<file path="src/rtl/periph_bus_arbiter.sv">
// periph_bus_arbiter
//   Two-master / one-slave round-robin arbiter for the peripheral req/addr_ok/
//   data_ok bus. Master 0 is the core data port, master 1 the debug/loader port.
//   The winner owns the slave from its address handshake until the slave's
//   data_ok; a watchdog ends a stalled transfer with an error completion.
// Ports
//   clk, rst_n                 clock, async active-low reset
//   m{0,1}_req/we/addr/data/wem_i   master request channel
//   m{0,1}_addr_ok_o           request accepted (combinational, same cycle)
//   m{0,1}_data_ok/data/err_o  registered one-cycle completion
//   s_req/we/addr/data/wem_o   slave request channel (muxed)
//   s_addr_ok_i, s_data_ok_i, s_data_i  slave responses
//   busy_o                     high while a transfer is outstanding
module periph_bus_arbiter #(
  parameter int ADDR_W  = 32,
  parameter int DATA_W  = 32,
  parameter int MASK_W  = 4,
  parameter int TIMEOUT = 16
) (
  input  logic              clk,
  input  logic              rst_n,
  input  logic              m0_req_i,
  input  logic              m0_we_i,
  input  logic [ADDR_W-1:0] m0_addr_i,
  input  logic [DATA_W-1:0] m0_data_i,
  input  logic [MASK_W-1:0] m0_wem_i,
  output logic              m0_addr_ok_o,
  output logic              m0_data_ok_o,
  output logic [DATA_W-1:0] m0_data_o,
  output logic              m0_err_o,
  input  logic              m1_req_i,
  input  logic              m1_we_i,
  input  logic [ADDR_W-1:0] m1_addr_i,
  input  logic [DATA_W-1:0] m1_data_i,
  input  logic [MASK_W-1:0] m1_wem_i,
  output logic              m1_addr_ok_o,
  output logic              m1_data_ok_o,
  output logic [DATA_W-1:0] m1_data_o,
  output logic              m1_err_o,
  output logic              s_req_o,
  output logic              s_we_o,
  output logic [ADDR_W-1:0] s_addr_o,
  output logic [DATA_W-1:0] s_data_o,
  output logic [MASK_W-1:0] s_wem_o,
  input  logic              s_addr_ok_i,
  input  logic              s_data_ok_i,
  input  logic [DATA_W-1:0] s_data_i,
  output logic              busy_o
);

  typedef enum logic {IDLE = 1'b0, BUSY = 1'b1} state_t;

  state_t     r_state;
  state_t     w_state_nxt;
  logic       r_owner;
  logic       r_rr_prio;
  logic [7:0] r_cnt;

  logic w_grant;
  logic w_sel;
  logic w_sel_req;
  logic w_hs;
  logic w_timeout;
  logic w_done;

  // With no request the grant falls to master 0 so the slave mux never floats.
  assign w_grant   = (m0_req_i && m1_req_i) ? r_rr_prio : m1_req_i;
  assign w_sel     = (r_state == BUSY) ? r_owner : w_grant;
  assign w_sel_req = w_sel ? m1_req_i : m0_req_i;
  assign w_hs      = (r_state == IDLE) && w_sel_req && s_addr_ok_i;

  // r_cnt is 0 on the first BUSY cycle, so cycles elapsed since the handshake
  // are r_cnt+1; the error fires when that reaches TIMEOUT-1, giving the error
  // completion TIMEOUT cycles after the handshake.
  assign w_timeout = (r_cnt == 8'(TIMEOUT - 2));
  assign w_done    = (r_state == BUSY) && (s_data_ok_i || w_timeout);

  // State register
  always_ff @(posedge clk or negedge rst_n) begin
    if (!rst_n) r_state <= IDLE;
    else        r_state <= w_state_nxt;
  end

  // Next-state logic
  always_comb begin
    w_state_nxt = r_state;
    case (r_state)
      IDLE:    if (w_hs)   w_state_nxt = BUSY;
      BUSY:    if (w_done) w_state_nxt = IDLE;
      default: w_state_nxt = IDLE;
    endcase
  end

  // Combinational outputs
  always_comb begin
    s_req_o      = (r_state == IDLE) ? w_sel_req : 1'b0;
    s_we_o       = w_sel ? m1_we_i   : m0_we_i;
    s_addr_o     = w_sel ? m1_addr_i : m0_addr_i;
    s_data_o     = w_sel ? m1_data_i : m0_data_i;
    s_wem_o      = w_sel ? m1_wem_i  : m0_wem_i;
    m0_addr_ok_o = (r_state == IDLE) && !w_sel && m0_req_i && s_addr_ok_i;
    m1_addr_ok_o = (r_state == IDLE) &&  w_sel && m1_req_i && s_addr_ok_i;
    busy_o       = (r_state == BUSY);
  end

  // Ownership, fairness pointer and watchdog counter
  always_ff @(posedge clk or negedge rst_n) begin
    if (!rst_n) begin
      r_owner   <= 1'b0;
      r_rr_prio <= 1'b0;
      r_cnt     <= '0;
    end else if (w_hs) begin
      r_owner   <= w_grant;
      r_rr_prio <= ~w_grant;
      r_cnt     <= '0;
    end else if (r_state == BUSY) begin
      r_cnt     <= r_cnt + 8'd1;
    end
  end

  // Registered completion; slave data_ok beats a coincident timeout.
  always_ff @(posedge clk or negedge rst_n) begin
    if (!rst_n) begin
      m0_data_ok_o <= 1'b0;
      m0_data_o    <= '0;
      m0_err_o     <= 1'b0;
      m1_data_ok_o <= 1'b0;
      m1_data_o    <= '0;
      m1_err_o     <= 1'b0;
    end else begin
      m0_data_ok_o <= w_done && !r_owner;
      m0_data_o    <= (w_done && !r_owner && s_data_ok_i) ? s_data_i : '0;
      m0_err_o     <= w_done && !r_owner && !s_data_ok_i;
      m1_data_ok_o <= w_done && r_owner;
      m1_data_o    <= (w_done && r_owner && s_data_ok_i) ? s_data_i : '0;
      m1_err_o     <= w_done && r_owner && !s_data_ok_i;
    end
  end

endmodule

</file>
<file path="config.mk">
export PLATFORM = sky130hd
export DESIGN_NAME = periph_bus_arbiter
export DESIGN_NICKNAME = d
export VERILOG_FILES = /design/src/rtl/periph_bus_arbiter.sv
export SDC_FILE = /design/constraint.sdc
export NUM_CORES = 1
export LEC_CHECK = 0
export CORE_ASPECT_RATIO = 1.2
export CORE_MARGIN = 5
export CORE_UTILIZATION = 28
export CTS_CLUSTER_DIAMETER = 120
export DETAILED_ROUTE_END_ITERATION = 7
export GPL_TIMING_DRIVEN = 0
export PLACE_DENSITY = 0.82
export REMOVE_ABC_BUFFERS = 1
export SLEW_MARGIN = 0
export SYNTH_ARGS = -nofsm -noshare
export SYNTH_HDL_FRONTEND = slang
export SYNTH_SLANG_ARGS = --single-unit
</file>
<file path="constraint.sdc">
create_clock -name clk -period 1.8 [get_ports clk]
set_input_delay 0.27 -clock clk [delete_from_list [all_inputs] [get_ports clk]]
set_output_delay 0.27 -clock clk [all_outputs]
set_load 0.05 [all_outputs]
</file>
==> report_table.html, run 1 <==
<table>
<tr><th>Metric</th><th>Value</th></tr>
<tr><th colspan="2">Run status</th></tr>
<tr><td>Status</td><td>finished, violations left</td></tr>
<tr><td>Failing checks</td><td>negative setup slack</td></tr>
<tr><th colspan="2">Floorplanning</th></tr>
<tr><td>Area enclosed by the die boundary</td><td>15320 um2</td></tr>
<tr><td>Num rows</td><td>45</td></tr>
<tr><td>Effective utilization at floorplan</td><td>28.58%</td></tr>
<tr><td>Number of primary I/O pins</td><td>317</td></tr>
<tr><td>Std-Cell Core Area</td><td>12670 um2</td></tr>
<tr><td>Die height</td><td>134.6 um</td></tr>
<tr><td>Horizontal die dimension</td><td>113.8 um</td></tr>
<tr><th colspan="2">Power and ir drop</th></tr>
<tr><td>Cell-internal power</td><td>4891 uW</td></tr>
<tr><td>Portion of total power attributed to the clock network</td><td>24.2%</td></tr>
<tr><td>Lkg Pwr</td><td>0.003328 uW</td></tr>
<tr><td>Power Dens Cells</td><td>1083 nW/um2</td></tr>
<tr><td>Overall Power</td><td>8082 uW</td></tr>
<tr><td>Maximum vdd drop</td><td>0.6792 mV</td></tr>
<tr><td>Share of power burned in combinational logic</td><td>50.8%</td></tr>
<tr><td>Net switching power of the design</td><td>3191 uW</td></tr>
<tr><td>Portion of total power attributed to sequential cells</td><td>25.1%</td></tr>
<tr><td>Switching part of the total power</td><td>39.49%</td></tr>
<tr><th colspan="2">Timing</th></tr>
<tr><td>Achievable frequency</td><td>0.4592 GHz</td></tr>
<tr><td>Worst max-slew margin expressed relative to the limit</td><td>35.05%</td></tr>
<tr><td>Skew final</td><td>0.005030 ns</td></tr>
<tr><td>Setup_tns</td><td>-22.74 ns</td></tr>
<tr><td>Period utilization</td><td>121.0%</td></tr>
<tr><td>Final setup vio count</td><td>69</td></tr>
<tr><td>RSZ-0062 raised after global routing</td><td>yes</td></tr>
<tr><td>Final Max Slew Viols</td><td>0</td></tr>
<tr><td>Transition time at the pin with the least slew margin</td><td>0.9742 ns</td></tr>
<tr><td>Final Hold Viols</td><td>0</td></tr>
<tr><td>Minimum clock period</td><td>2.178 ns</td></tr>
<tr><td>Least setup slack across all paths after layout</td><td>-0.3776 ns</td></tr>
<tr><th colspan="2">Logic synthesis</th></tr>
<tr><td>Synthesized area</td><td>3621 um2</td></tr>
<tr><td>Cell with the most instances after synthesis</td><td>dfrtp_1</td></tr>
<tr><td>Largest area contributor in the synthesized netlist</td><td>dfrtp_1</td></tr>
<tr><td>Post-Syn Area per Cell</td><td>12.84 um2</td></tr>
<tr><td>Most common library cells after synthesis</td><td>79 x dfrtp_1, 65 x and2_1, 59 x mux2_2</td></tr>
<tr><td>Share of flip-flops with an asynchronous set or reset</td><td>100.0%</td></tr>
<tr><td>Post-synthesis cell count</td><td>282</td></tr>
<tr><td>Cells taking the most area after synthesis</td><td>dfrtp_1 55%, mux2_2 18%, and2_1 11%</td></tr>
<tr><td>Most common flop cell mapped by yosys</td><td>dfrtp_1</td></tr>
<tr><td>Number of enable-type register cells in the synthesized netlist</td><td>0</td></tr>
<tr><td>Post-synthesis register bit count</td><td>79</td></tr>
<tr><td>Yosys cell types</td><td>33</td></tr>
<tr><td>Share of Yosys cell area claimed by the top area cell type</td><td>54.60%</td></tr>
<tr><td>Synthesis Warnings</td><td>0</td></tr>
<tr><td>Sequential element share of the synthesized area</td><td>54.60%</td></tr>
<tr><th colspan="2">Clock network</th></tr>
<tr><td>Clock tree from TritonCTS</td><td>yes</td></tr>
<tr><td>Maximum buffer depth of the clock tree</td><td>2</td></tr>
<tr><td>Num Clock Sinks</td><td>79</td></tr>
<tr><td>Clock latency on the worst-skew pair</td><td>0.33 ns</td></tr>
<tr><td>Clock buffer count from CTS</td><td>9</td></tr>
<tr><td>CTS H-tree lvls</td><td>3</td></tr>
<tr><td>Hold buffers post-CTS</td><td>0</td></tr>
<tr><td>Buffer cell driving the clock tree root</td><td>clkbuf_16</td></tr>
<tr><td>Clock-pin slew of the registers on the worst-case setup and hold paths</td><td>0.06 ns</td></tr>
<tr><th colspan="2">Critical path</th></tr>
<tr><td>Data required, critical path</td><td>1.53 ns</td></tr>
<tr><td>Maximum fanout along the worst path</td><td>5</td></tr>
<tr><td>Endpoint type of the worst setup path</td><td>primary output</td></tr>
<tr><td>Startpoint Class</td><td>input pin</td></tr>
<tr><td>Arrival time of the worst setup path</td><td>1.91 ns</td></tr>
<tr><td>Critical path start-end classification</td><td>input pin to primary output</td></tr>
<tr><th colspan="2">Place</th></tr>
<tr><td>Detailed-placement wirelength estimate</td><td>12.95 mm</td></tr>
<tr><td>Number of port buffers</td><td>316</td></tr>
<tr><td>GP Congestion</td><td>0.8482</td></tr>
<tr><th colspan="2">Global routing</th></tr>
<tr><td>Antenna violations before repair</td><td>4</td></tr>
<tr><td>Global router's overall resource usage</td><td>19.86%</td></tr>
<tr><td>Vias in the first global route</td><td>3773</td></tr>
<tr><td>Total grt overflow</td><td>0</td></tr>
<tr><td>Largest net degree at the start of global routing</td><td>80</td></tr>
<tr><td>First-pass GRT wire length</td><td>22.54 mm</td></tr>
<tr><th colspan="2">Drt</th></tr>
<tr><td>Detailed-route wire length per cell</td><td>20.67 um</td></tr>
<tr><td>Antenna-violating nets left</td><td>0</td></tr>
<tr><td>Average via count per standard cell</td><td>4.523</td></tr>
<tr><td>Number of DRC markers in iteration 0</td><td>112</td></tr>
<tr><td>Total via count after detailed routing</td><td>3501</td></tr>
<tr><td>DRC violations left</td><td>0</td></tr>
<tr><td>Post-Route WL</td><td>16.00 mm</td></tr>
<tr><td>Number of search-and-repair iterations in the first detailed-routing pass</td><td>4</td></tr>
<tr><th colspan="2">Finish</th></tr>
<tr><td>Net count reported at finish</td><td>783</td></tr>
<tr><td># fillers</td><td>1003</td></tr>
<tr><td>Area added between synthesis and finish</td><td>106.1%</td></tr>
<tr><td>Number of antenna repair diodes</td><td>0</td></tr>
<tr><td>Layout cell share with drive strength beyond 1</td><td>29.02%</td></tr>
<tr><th colspan="2">Worst hold path</th></tr>
<tr><td>Min-delay worst type</td><td>input pin to asynchronous set/reset pin</td></tr>
<tr><th colspan="2">Job</th></tr>
<tr><td>Count of max-cap constraint violations</td><td>0</td></tr>
</table>
-- area by class of cell --
type                    instances  area [um2]  share of cell area (%)
clock buffers                   9       225.2                   3.018
clock inverters                 7       103.9                   1.392
inverters                       4       17.52                  0.2347
multi-input cells             184        1590                   21.31
flip-flops and latches         79        1978                   26.51
well taps                     164       205.2                   2.750
repair buffers                327        3342                   44.79
-- stage by stage --
stage | setup slack [ns] | hold slack [ns] | instance area (um2) | cells | utilization (%)
floorplan | -1.812 | -0.02559 | 3535 | 267 | -
global placement | -3.068 | 0.4634 | 6903 | 747 | 54.49
detailed placement | -1.115 | 0.4754 | 6937 | 748 | 54.76
CTS | -0.4531 | 0.1221 | 7381 | 771 | 58.26
global route | -0.4135 | 0.2070 | 7462 | 774 | 58.90
finish | -0.3776 | 0.09545 | 7462 | 774 | 58.90
-- critical path, cell delays in order --
cell	delay, ns
clkdlybuf4s50_1	0.54
nand2b_4	0.07
a31o_4	0.31
buf_4	0.16
buf_12	0.12
mux2_2	0.27
buf_6	0.15
-- state kept, by name (all words and copies together), names as in the netlist --
register and cells:
r_owner 1, m1_data_ok_o 1, m1_err_o 1, m0_data_ok_o 1
m0_err_o 1, m0_data_o 32, r_cnt 8, m1_data_o 32
busy_o 1, r_rr_prio 1
-- cell families after synthesis --
family | after synthesis | share of synthesized area [%]
and+or+nand+nor | 97 | 16.07
muxes | 71 | 23.05
AOI/OAI and AO/OA | 10 | 1.832
xor gates and xnor gates | 4 | 0.9677
adders and majority gates | 2 | 0.6910
buffers and inverters | 19 | 2.799
DFF | 79 | 54.60
-- worst paths after layout --
path,from,to,slack [ns],cells after the start
max,m0_req_i,s_data_o[0],-0.38,7
min in group clk,r_cnt[7],r_cnt[7],0.49,1
max in group asynchronous,rst_n,busy_o,1.02,1
min,rst_n,m0_data_o[17],0.1,1
max reg2reg,busy_o,m1_data_o[27],0.24,4
min reg2reg,r_cnt[7],r_cnt[7],0.49,1
-- power groups by stage --
stage          combinational [uW]  sequential (uW)  clock (uW)
5_1_grt                      4270             2040        2060
6_report                     4100             2030        1950
4_1_cts                      4040             2030        2000
3_3_place_gp                 3760             2060           0
2_1_floorplan                1970             2400           0
3_5_place_dp                 3770             2070           0
-- layout by cell type (no fill, tap or decap), drive strengths merged, types with 4 or more instances in the layout --
cell type and n:
buf 83, nor2 9, inv 6, o21ai 4
nand2 5, clkbuf 10, mux2 69, clkdlybuf4s50 242
dfrtp 79, and2 65
-- routing by layer --
metal	vias to the layer above	global-route usage (%)	routed length (um)
li1	1599	-	-
met1	1622	20.45	5166
met2	249	34.18	8010
met3	23	11.65	2491
met4	8	5.611	284
met5	-	0	48
-- repair_timing --
item | 4_1_cts | 5_1_grt
gates cloned | 2 | 1
resized for setup | 477 | 23
setup endpoints to repair | 103 | 103
pin swaps | 1 | 1
buffers inserted | 5 | 3
Note: power is estimated with default switching activity, not from simulation.
==> inputs of run 2 (changes only) <==
--- a/config.mk
+++ b/config.mk
@@ -5,14 +5,14 @@
 export SDC_FILE = /design/constraint.sdc
 export NUM_CORES = 1
 export LEC_CHECK = 0
-export CORE_ASPECT_RATIO = 1.2
-export CORE_MARGIN = 5
-export CORE_UTILIZATION = 28
+export CORE_AREA = 5 5 122 124
 export CTS_CLUSTER_DIAMETER = 120
 export DETAILED_ROUTE_END_ITERATION = 7
+export DIE_AREA = 0 0 127 129
 export GPL_TIMING_DRIVEN = 0
-export PLACE_DENSITY = 0.82
+export PLACE_DENSITY = 0.79
 export REMOVE_ABC_BUFFERS = 1
+export SKIP_CTS_REPAIR_TIMING = 1
 export SLEW_MARGIN = 0
 export SYNTH_ARGS = -nofsm -noshare
 export SYNTH_HDL_FRONTEND = slang
==> run 2 against run 1 <==
  * The run still ends with negative setup slack left
  * Clock skew about the same
  * Critical path depth down 2
  * Utilization down 2.8 points
  * First-iteration DRC count up 13%
  * Global-route usage down 2.2 points
  * Worst setup slack better by 0.037 ns
  * Final area up 2.7%
  * Largest cell class unchanged
  * Routed wire length up 4.0%
  * Worst hold slack worse by 0.012 ns
  * Combinational power up 6.1%
  * Register-to-register slack better by 0.03 ns
  * Power up 0.95%
  * Critical endpoint is now s_wem_o[1]
==> report_table.html, run 2 (same netlist as run 1, synthesis figures left out) <==
<table>
<tr><th>Metric</th><th>Value</th></tr>
<tr><th colspan="2">Run status</th></tr>
<tr><td>Status</td><td>finished, violations left</td></tr>
<tr><td>Failing checks</td><td>negative setup slack</td></tr>
<tr><th colspan="2">Timing</th></tr>
<tr><td>Worst max-slew margin expressed relative to the limit</td><td>35.93%</td></tr>
<tr><td>Least setup slack across all paths after layout</td><td>-0.3409 ns</td></tr>
<tr><td>RSZ-0062 raised after global routing</td><td>yes</td></tr>
<tr><td>Minimum clock period</td><td>2.141 ns</td></tr>
<tr><td>Final Hold Viols</td><td>0</td></tr>
<tr><td>Skew final</td><td>0.004560 ns</td></tr>
<tr><td>Transition time at the pin with the least slew margin</td><td>0.9610 ns</td></tr>
<tr><td>Period utilization</td><td>118.9%</td></tr>
<tr><td>Final setup vio count</td><td>69</td></tr>
<tr><td>Final Max Slew Viols</td><td>0</td></tr>
<tr><td>Worst slack on hold paths</td><td>0.08394 ns</td></tr>
<tr><td>Achievable frequency</td><td>0.4671 GHz</td></tr>
<tr><td>Setup_tns</td><td>-20.51 ns</td></tr>
<tr><th colspan="2">Place</th></tr>
<tr><td>Number of port buffers</td><td>316</td></tr>
<tr><td>GP Congestion</td><td>0.8690</td></tr>
<tr><td>Area post-placement</td><td>6957 um2</td></tr>
<tr><td>Detailed-placement wirelength estimate</td><td>12.65 mm</td></tr>
<tr><th colspan="2">Global routing</th></tr>
<tr><td>Largest net degree at the start of global routing</td><td>80</td></tr>
<tr><td>Global router's overall resource usage</td><td>17.71%</td></tr>
<tr><td>Vias in the first global route</td><td>3743</td></tr>
<tr><td>Antenna violations before repair</td><td>1</td></tr>
<tr><td>First-pass GRT wire length</td><td>21.96 mm</td></tr>
<tr><td>Total grt overflow</td><td>0</td></tr>
<tr><th colspan="2">Critical path</th></tr>
<tr><td>Endpoint type of the worst setup path</td><td>primary output</td></tr>
<tr><td>Data required, critical path</td><td>1.53 ns</td></tr>
<tr><td>Maximum fanout along the worst path</td><td>8</td></tr>
<tr><td>Startpoint Class</td><td>flip-flop</td></tr>
<tr><td>Critical path start-end classification</td><td>flip-flop to primary output</td></tr>
<tr><td>Arrival time of the worst setup path</td><td>1.87 ns</td></tr>
<tr><th colspan="2">Finish</th></tr>
<tr><td># fillers</td><td>1160</td></tr>
<tr><td>Net count reported at finish</td><td>792</td></tr>
<tr><td>Commonest non-fill, non-tap cell in the layout</td><td>clkdlybuf4s50_1</td></tr>
<tr><td>Most frequent cells in the layout</td><td>239 x clkdlybuf4s50_1, 78 x dfrtp_1, 71 x buf_6</td></tr>
<tr><td>Registers with the most flip-flops</td><td>m0_data_o x32, m1_data_o x32, r_cnt x8</td></tr>
<tr><td>Area taken by flip-flops and latches</td><td>1978 um2</td></tr>
<tr><td>Area added between synthesis and finish</td><td>111.7%</td></tr>
<tr><td>Multi-input combinational cell area</td><td>1587 um2</td></tr>
<tr><td>Layout Cell Area excl Fill</td><td>7665 um2</td></tr>
<tr><td>Layout cell share with drive strength beyond 1</td><td>29.73%</td></tr>
<tr><th colspan="2">Drt</th></tr>
<tr><td>Post-Route WL</td><td>16.65 mm</td></tr>
<tr><td>Antenna-violating nets left</td><td>0</td></tr>
<tr><td>Total via count after detailed routing</td><td>3564</td></tr>
<tr><td>Average via count per standard cell</td><td>4.455</td></tr>
<tr><td>Number of DRC markers in iteration 0</td><td>127</td></tr>
<tr><td>Number of search-and-repair iterations in the first detailed-routing pass</td><td>4</td></tr>
<tr><td>Detailed-route wire length per cell</td><td>20.81 um</td></tr>
<tr><td>DRC violations left</td><td>0</td></tr>
<tr><th colspan="2">Floorplanning</th></tr>
<tr><td>Number of primary I/O pins</td><td>317</td></tr>
<tr><td>Horizontal die dimension</td><td>127 um</td></tr>
<tr><td>Std-Cell Core Area</td><td>13670 um2</td></tr>
<tr><td>Effective utilization at floorplan</td><td>26.50%</td></tr>
<tr><td>Die height</td><td>129 um</td></tr>
<tr><td>Num rows</td><td>43</td></tr>
<tr><td>Area enclosed by the die boundary</td><td>16380 um2</td></tr>
<tr><th colspan="2">Clock network</th></tr>
<tr><td>Maximum buffer depth of the clock tree</td><td>2</td></tr>
<tr><td>CTS H-tree lvls</td><td>3</td></tr>
<tr><td>Clock buffer count from CTS</td><td>9</td></tr>
<tr><td>Buffer cell driving the clock tree root</td><td>clkbuf_16</td></tr>
<tr><td>Num Clock Sinks</td><td>79</td></tr>
<tr><td>Clock-pin slew of the registers on the worst-case setup and hold paths</td><td>0.06 ns</td></tr>
<tr><td>Clock latency on the worst-skew pair</td><td>0.33 ns</td></tr>
<tr><td>Clock tree from TritonCTS</td><td>yes</td></tr>
<tr><th colspan="2">Power and ir drop</th></tr>
<tr><td>Power Dens Cells</td><td>1064 nW/um2</td></tr>
<tr><td>Maximum vdd drop</td><td>0.6728 mV</td></tr>
<tr><td>Lkg Pwr</td><td>0.003443 uW</td></tr>
<tr><th colspan="2">Job</th></tr>
<tr><td>Count of max-cap constraint violations</td><td>0</td></tr>
<tr><th colspan="2">Worst hold path</th></tr>
<tr><td>Min-delay worst type</td><td>input pin to asynchronous set/reset pin</td></tr>
</table>
==> run 2: cell types whose count changed in the layout (fill, tap and decap cells not counted), sizes merged, moves of 2 or more <==
cell           before  now
clkbuf             10   17
clkdlybuf4s50     242  239
dlymetal6s2s        0    4
inv                 6    4
buf                83   86
clkinv              1    4
clkinvlp            2    0
==> run 2: path summary, 6_finish.rpt <==
path | to | slack [ns] | startpoint | depth (start not counted)
max in group asynchronous | busy_o | 1.04 | rst_n | 1
worst min register to register | r_cnt[5] | 0.50 | r_cnt[5] | 1
worst max register to register | m0_err_o | 0.27 | r_cnt[4] | 3
worst max-delay path | s_wem_o[1] | -0.34 | busy_o | 5
worst min-delay path | m0_data_o[31] | 0.08 | rst_n | 1
min in group clk | busy_o | 0.44 | m0_req_i | 3
==> run 2: critical path: stages (launching register included) <==
cell       delay (ns)
dfrtp_2          0.44
and2_4           0.16
a31o_4           0.28
clkbuf_16        0.19
mux2_4           0.31
buf_6            0.15
==> run 2: power by group <==
group          switching, uW  total [uW]  internal [uW]  leakage [uW]
clock network            664        1770           1110      0.000149
logic                   2440        4350           1910       0.00221
registers                108        2030           1930       0.00108
total                   3210        8160           4950       0.00344
==> run 2: routing by layer <==
layer | global-route usage, % | vias up | part of all wire, %
met1 | 18.29 | 1689 | 33
met4 | 6.877 | 0 | 2.7
met5 | 0 | - | 0
met2 | 31.48 | 227 | 53
li1 | - | 1622 | -
met3 | 8.053 | 26 | 11
==> run 2: through the flow <==
step	utilization, %	worst slack (ns)	power (uW)	instances
floorplan	-	-1.812	4374	267
global placement	50.66	-2.948	5793	763
detailed placement	50.91	-1.050	5823	764
CTS	53.10	-1.265	7602	780
global route	56.09	-0.3828	8441	800
finish	56.09	-0.3409	8159	800
==> run 2: cell type report <==
cell class,count,area share [%]
flip-flops and latches,79,25.81
multi-input cells,185,20.70
clock buffers,11,3.167
diodes,1,0.03265
repair buffers,335,46.38
inverters,4,0.2285
well taps,180,2.938
clock inverters,5,0.7509
==> inputs of run 3 (changes only) <==
--- a/config.mk
+++ b/config.mk
@@ -13,7 +13,7 @@
 export PLACE_DENSITY = 0.79
 export REMOVE_ABC_BUFFERS = 1
 export SKIP_CTS_REPAIR_TIMING = 1
-export SLEW_MARGIN = 0
+export SLEW_MARGIN = 25
 export SYNTH_ARGS = -nofsm -noshare
 export SYNTH_HDL_FRONTEND = slang
 export SYNTH_SLANG_ARGS = --single-unit
==> run 3 against run 2 <==
  * The run still ends with negative setup slack left
  * Via count down 1.4%
  * Flip-flop and latch count is the same
  * Count of clock-buffer cells in the layout decreased by 1
  * Cell count shrank 0.75%
  * Worst setup slack worse by 0.0069 ns
  * First-iteration DRC count fell by 31%
  * Worst hold slack better by 0.31 ns
  * Clock skew is essentially flat
==> report_table.html, run 3 (same netlist as run 1, synthesis figures left out) <==
<table>
<tr><th>Metric</th><th>Value</th></tr>
<tr><th colspan="2">Drt</th></tr>
<tr><td>Detailed-route wire length per cell</td><td>19.70 um</td></tr>
<tr><td>Number of DRC markers in iteration 0</td><td>88</td></tr>
<tr><td>Total via count after detailed routing</td><td>3515</td></tr>
<tr><td>Post-Route WL</td><td>15.64 mm</td></tr>
<tr><td>DRC violations left</td><td>0</td></tr>
<tr><td>Average via count per standard cell</td><td>4.427</td></tr>
<tr><td>Number of search-and-repair iterations in the first detailed-routing pass</td><td>4</td></tr>
<tr><td>Antenna-violating nets left</td><td>0</td></tr>
<tr><th colspan="2">Power and ir drop</th></tr>
<tr><td>Power Dens Cells</td><td>1033 nW/um2</td></tr>
<tr><td>Maximum vdd drop</td><td>0.6726 mV</td></tr>
<tr><td>Lkg Pwr</td><td>0.003354 uW</td></tr>
<tr><th colspan="2">Place</th></tr>
<tr><td>Area post-placement</td><td>6977 um2</td></tr>
<tr><td>Worst setup slack before clock tree synthesis</td><td>-1.246 ns</td></tr>
<tr><td>GP Congestion</td><td>0.8690</td></tr>
<tr><td>Detailed-placement wirelength estimate</td><td>12.68 mm</td></tr>
<tr><td>Number of port buffers</td><td>316</td></tr>
<tr><th colspan="2">Clock network</th></tr>
<tr><td>CTS H-tree lvls</td><td>3</td></tr>
<tr><td>Maximum buffer depth of the clock tree</td><td>2</td></tr>
<tr><td>Num Clock Sinks</td><td>79</td></tr>
<tr><td>Clock buffer count from CTS</td><td>9</td></tr>
<tr><td>Clock tree from TritonCTS</td><td>yes</td></tr>
<tr><td>Clock-pin slew of the registers on the worst-case setup and hold paths</td><td>0.06 ns</td></tr>
<tr><td>Clock latency on the worst-skew pair</td><td>0.32 ns</td></tr>
<tr><td>Buffer cell driving the clock tree root</td><td>clkbuf_16</td></tr>
<tr><th colspan="2">Run status</th></tr>
<tr><td>Failing checks</td><td>negative setup slack</td></tr>
<tr><td>Status</td><td>finished, violations left</td></tr>
<tr><th colspan="2">Finish</th></tr>
<tr><td>Registers with the most flip-flops</td><td>m0_data_o x32, m1_data_o x32, r_cnt x8</td></tr>
<tr><td>Commonest non-fill, non-tap cell in the layout</td><td>clkdlybuf4s50_1</td></tr>
<tr><td>Net count reported at finish</td><td>787</td></tr>
<tr><td>Most frequent cells in the layout</td><td>239 x clkdlybuf4s50_1, 78 x dfrtp_1, 64 x and2_1</td></tr>
<tr><td>Layout Cell Area excl Fill</td><td>7490 um2</td></tr>
<tr><td>Area added between synthesis and finish</td><td>106.8%</td></tr>
<tr><td>Layout cell share with drive strength beyond 1</td><td>29.53%</td></tr>
<tr><th colspan="2">Floorplanning</th></tr>
<tr><td>Num rows</td><td>43</td></tr>
<tr><td>Area enclosed by the die boundary</td><td>16380 um2</td></tr>
<tr><td>Die height</td><td>129 um</td></tr>
<tr><td>Std-Cell Core Area</td><td>13670 um2</td></tr>
<tr><td>Effective utilization at floorplan</td><td>26.50%</td></tr>
<tr><td>Horizontal die dimension</td><td>127 um</td></tr>
<tr><td>Number of primary I/O pins</td><td>317</td></tr>
<tr><th colspan="2">Global routing</th></tr>
<tr><td>Antenna violations before repair</td><td>1</td></tr>
<tr><td>First-pass GRT wire length</td><td>21.95 mm</td></tr>
<tr><td>Total grt overflow</td><td>0</td></tr>
<tr><td>Largest net degree at the start of global routing</td><td>56</td></tr>
<tr><td>Vias in the first global route</td><td>3689</td></tr>
<tr><td>Global router's overall resource usage</td><td>17.80%</td></tr>
<tr><th colspan="2">Timing</th></tr>
<tr><td>Achievable frequency</td><td>0.4656 GHz</td></tr>
<tr><td>Transition time at the pin with the least slew margin</td><td>0.9232 ns</td></tr>
<tr><td>Final Max Slew Viols</td><td>0</td></tr>
<tr><td>Least setup slack across all paths after layout</td><td>-0.3478 ns</td></tr>
<tr><td>Minimum clock period</td><td>2.148 ns</td></tr>
<tr><td>Final setup vio count</td><td>69</td></tr>
<tr><td>Worst max-slew margin expressed relative to the limit</td><td>38.45%</td></tr>
<tr><td>Skew final</td><td>0.004114 ns</td></tr>
<tr><td>Final Hold Viols</td><td>0</td></tr>
<tr><td>Worst slack on hold paths</td><td>0.3945 ns</td></tr>
<tr><td>Period utilization</td><td>119.3%</td></tr>
<tr><td>RSZ-0062 raised after global routing</td><td>yes</td></tr>
<tr><th colspan="2">Worst hold path</th></tr>
<tr><td>Min-delay worst type</td><td>input pin to asynchronous set/reset pin</td></tr>
<tr><th colspan="2">Critical path</th></tr>
<tr><td>Crit-path slowest cell</td><td>dfrtp_2</td></tr>
<tr><td>Maximum fanout along the worst path</td><td>7</td></tr>
<tr><td>Critical path start-end classification</td><td>flip-flop to primary output</td></tr>
<tr><td>Data required, critical path</td><td>1.53 ns</td></tr>
<tr><td>Startpoint Class</td><td>flip-flop</td></tr>
<tr><td>Endpoint type of the worst setup path</td><td>primary output</td></tr>
<tr><td>Critical-path cell list</td><td>and2_4 -&gt; a31o_4 -&gt; clkbuf_16 -&gt; mux2_4 -&gt; buf_8</td></tr>
<tr><td>CP peak stage delay</td><td>0.45 ns</td></tr>
<tr><td>Arrival time of the worst setup path</td><td>1.88 ns</td></tr>
<tr><th colspan="2">Job</th></tr>
<tr><td>Count of max-cap constraint violations</td><td>0</td></tr>
</table>
-- run 3: changes by cell type in the layout (fill, tap and decap cells not counted), sizes merged --
| cell | before | now |
|---|---|---|
| buf | 86 | 82 |
| clkinvlp | 0 | 1 |
| bufinv | 1 | 0 |
| clkbuf | 17 | 14 |
| dlygate4sd3 | 0 | 1 |
| dlymetal6s2s | 4 | 3 |
| a31o | 2 | 3 |
-- run 3: path summary, 6_finish.rpt --
path                                from            end  slack, ns  cells past startpoint
min in group clk                r_cnt[7]       r_cnt[7]       0.48                      1
worst min-delay path               rst_n  m1_data_o[20]       0.39                      2
max in group asynchronous          rst_n  m1_data_o[21]       0.84                      3
worst min register to register  r_cnt[7]       r_cnt[7]       0.48                      1
worst max-delay path              busy_o   s_addr_o[16]      -0.35                      5
worst max register to register    busy_o  m1_data_o[21]       0.26                      2
-- run 3: final cells by class --
class / count / area, um2
Multi-Input combinational cell: 186 / 1605
Tap cell: 180 / 225.2
Inverter: 4 / 20.02
Antenna cell: 1 / 2.502
Sequential cell: 79 / 1978
Clock inverter: 5 / 35.03
Timing Repair Buffer: 329 / 3385
Fill cell: 1125 / 6176
Clock buffer: 10 / 239.0
-- run 3: report_power, final --
| part | switching (uW) | total (uW) | internal, uW |
|---|---|---|---|
| sequential | 111 | 2040 | 1930 |
| clock | 653 | 1610 | 961 |
| combinational | 2340 | 4080 | 1740 |
-- run 3: critical path, delay by kind of cell (launching register included) --
family	cells	cell delay, ns
AO/OA/AOI/OAI	1	0.27
multiplexers	1	0.31
flip-flops	1	0.45
AND/OR/NAND/NOR	1	0.18
buffers and inverters	2	0.33
-- run 3: per-stage QoR --
step                power, uW  TNS (ns)  cells  utilization, %
floorplan                4374   -124.06    267               -
global placement         5793   -360.88    763           50.66
detailed placement       5814    -84.95    765           51.05
CTS                      7455    -96.66    780           53.06
global route             8053    -23.08    794           54.81
finish                   7737    -19.55    794           54.81
-- run 3: per-layer routing --
metal  track usage [%]  share of wire [%]
met1             18.66                 35
met2             31.82                 52
met3             7.721                 11
met4             6.435                2.3
met5                 0                  0
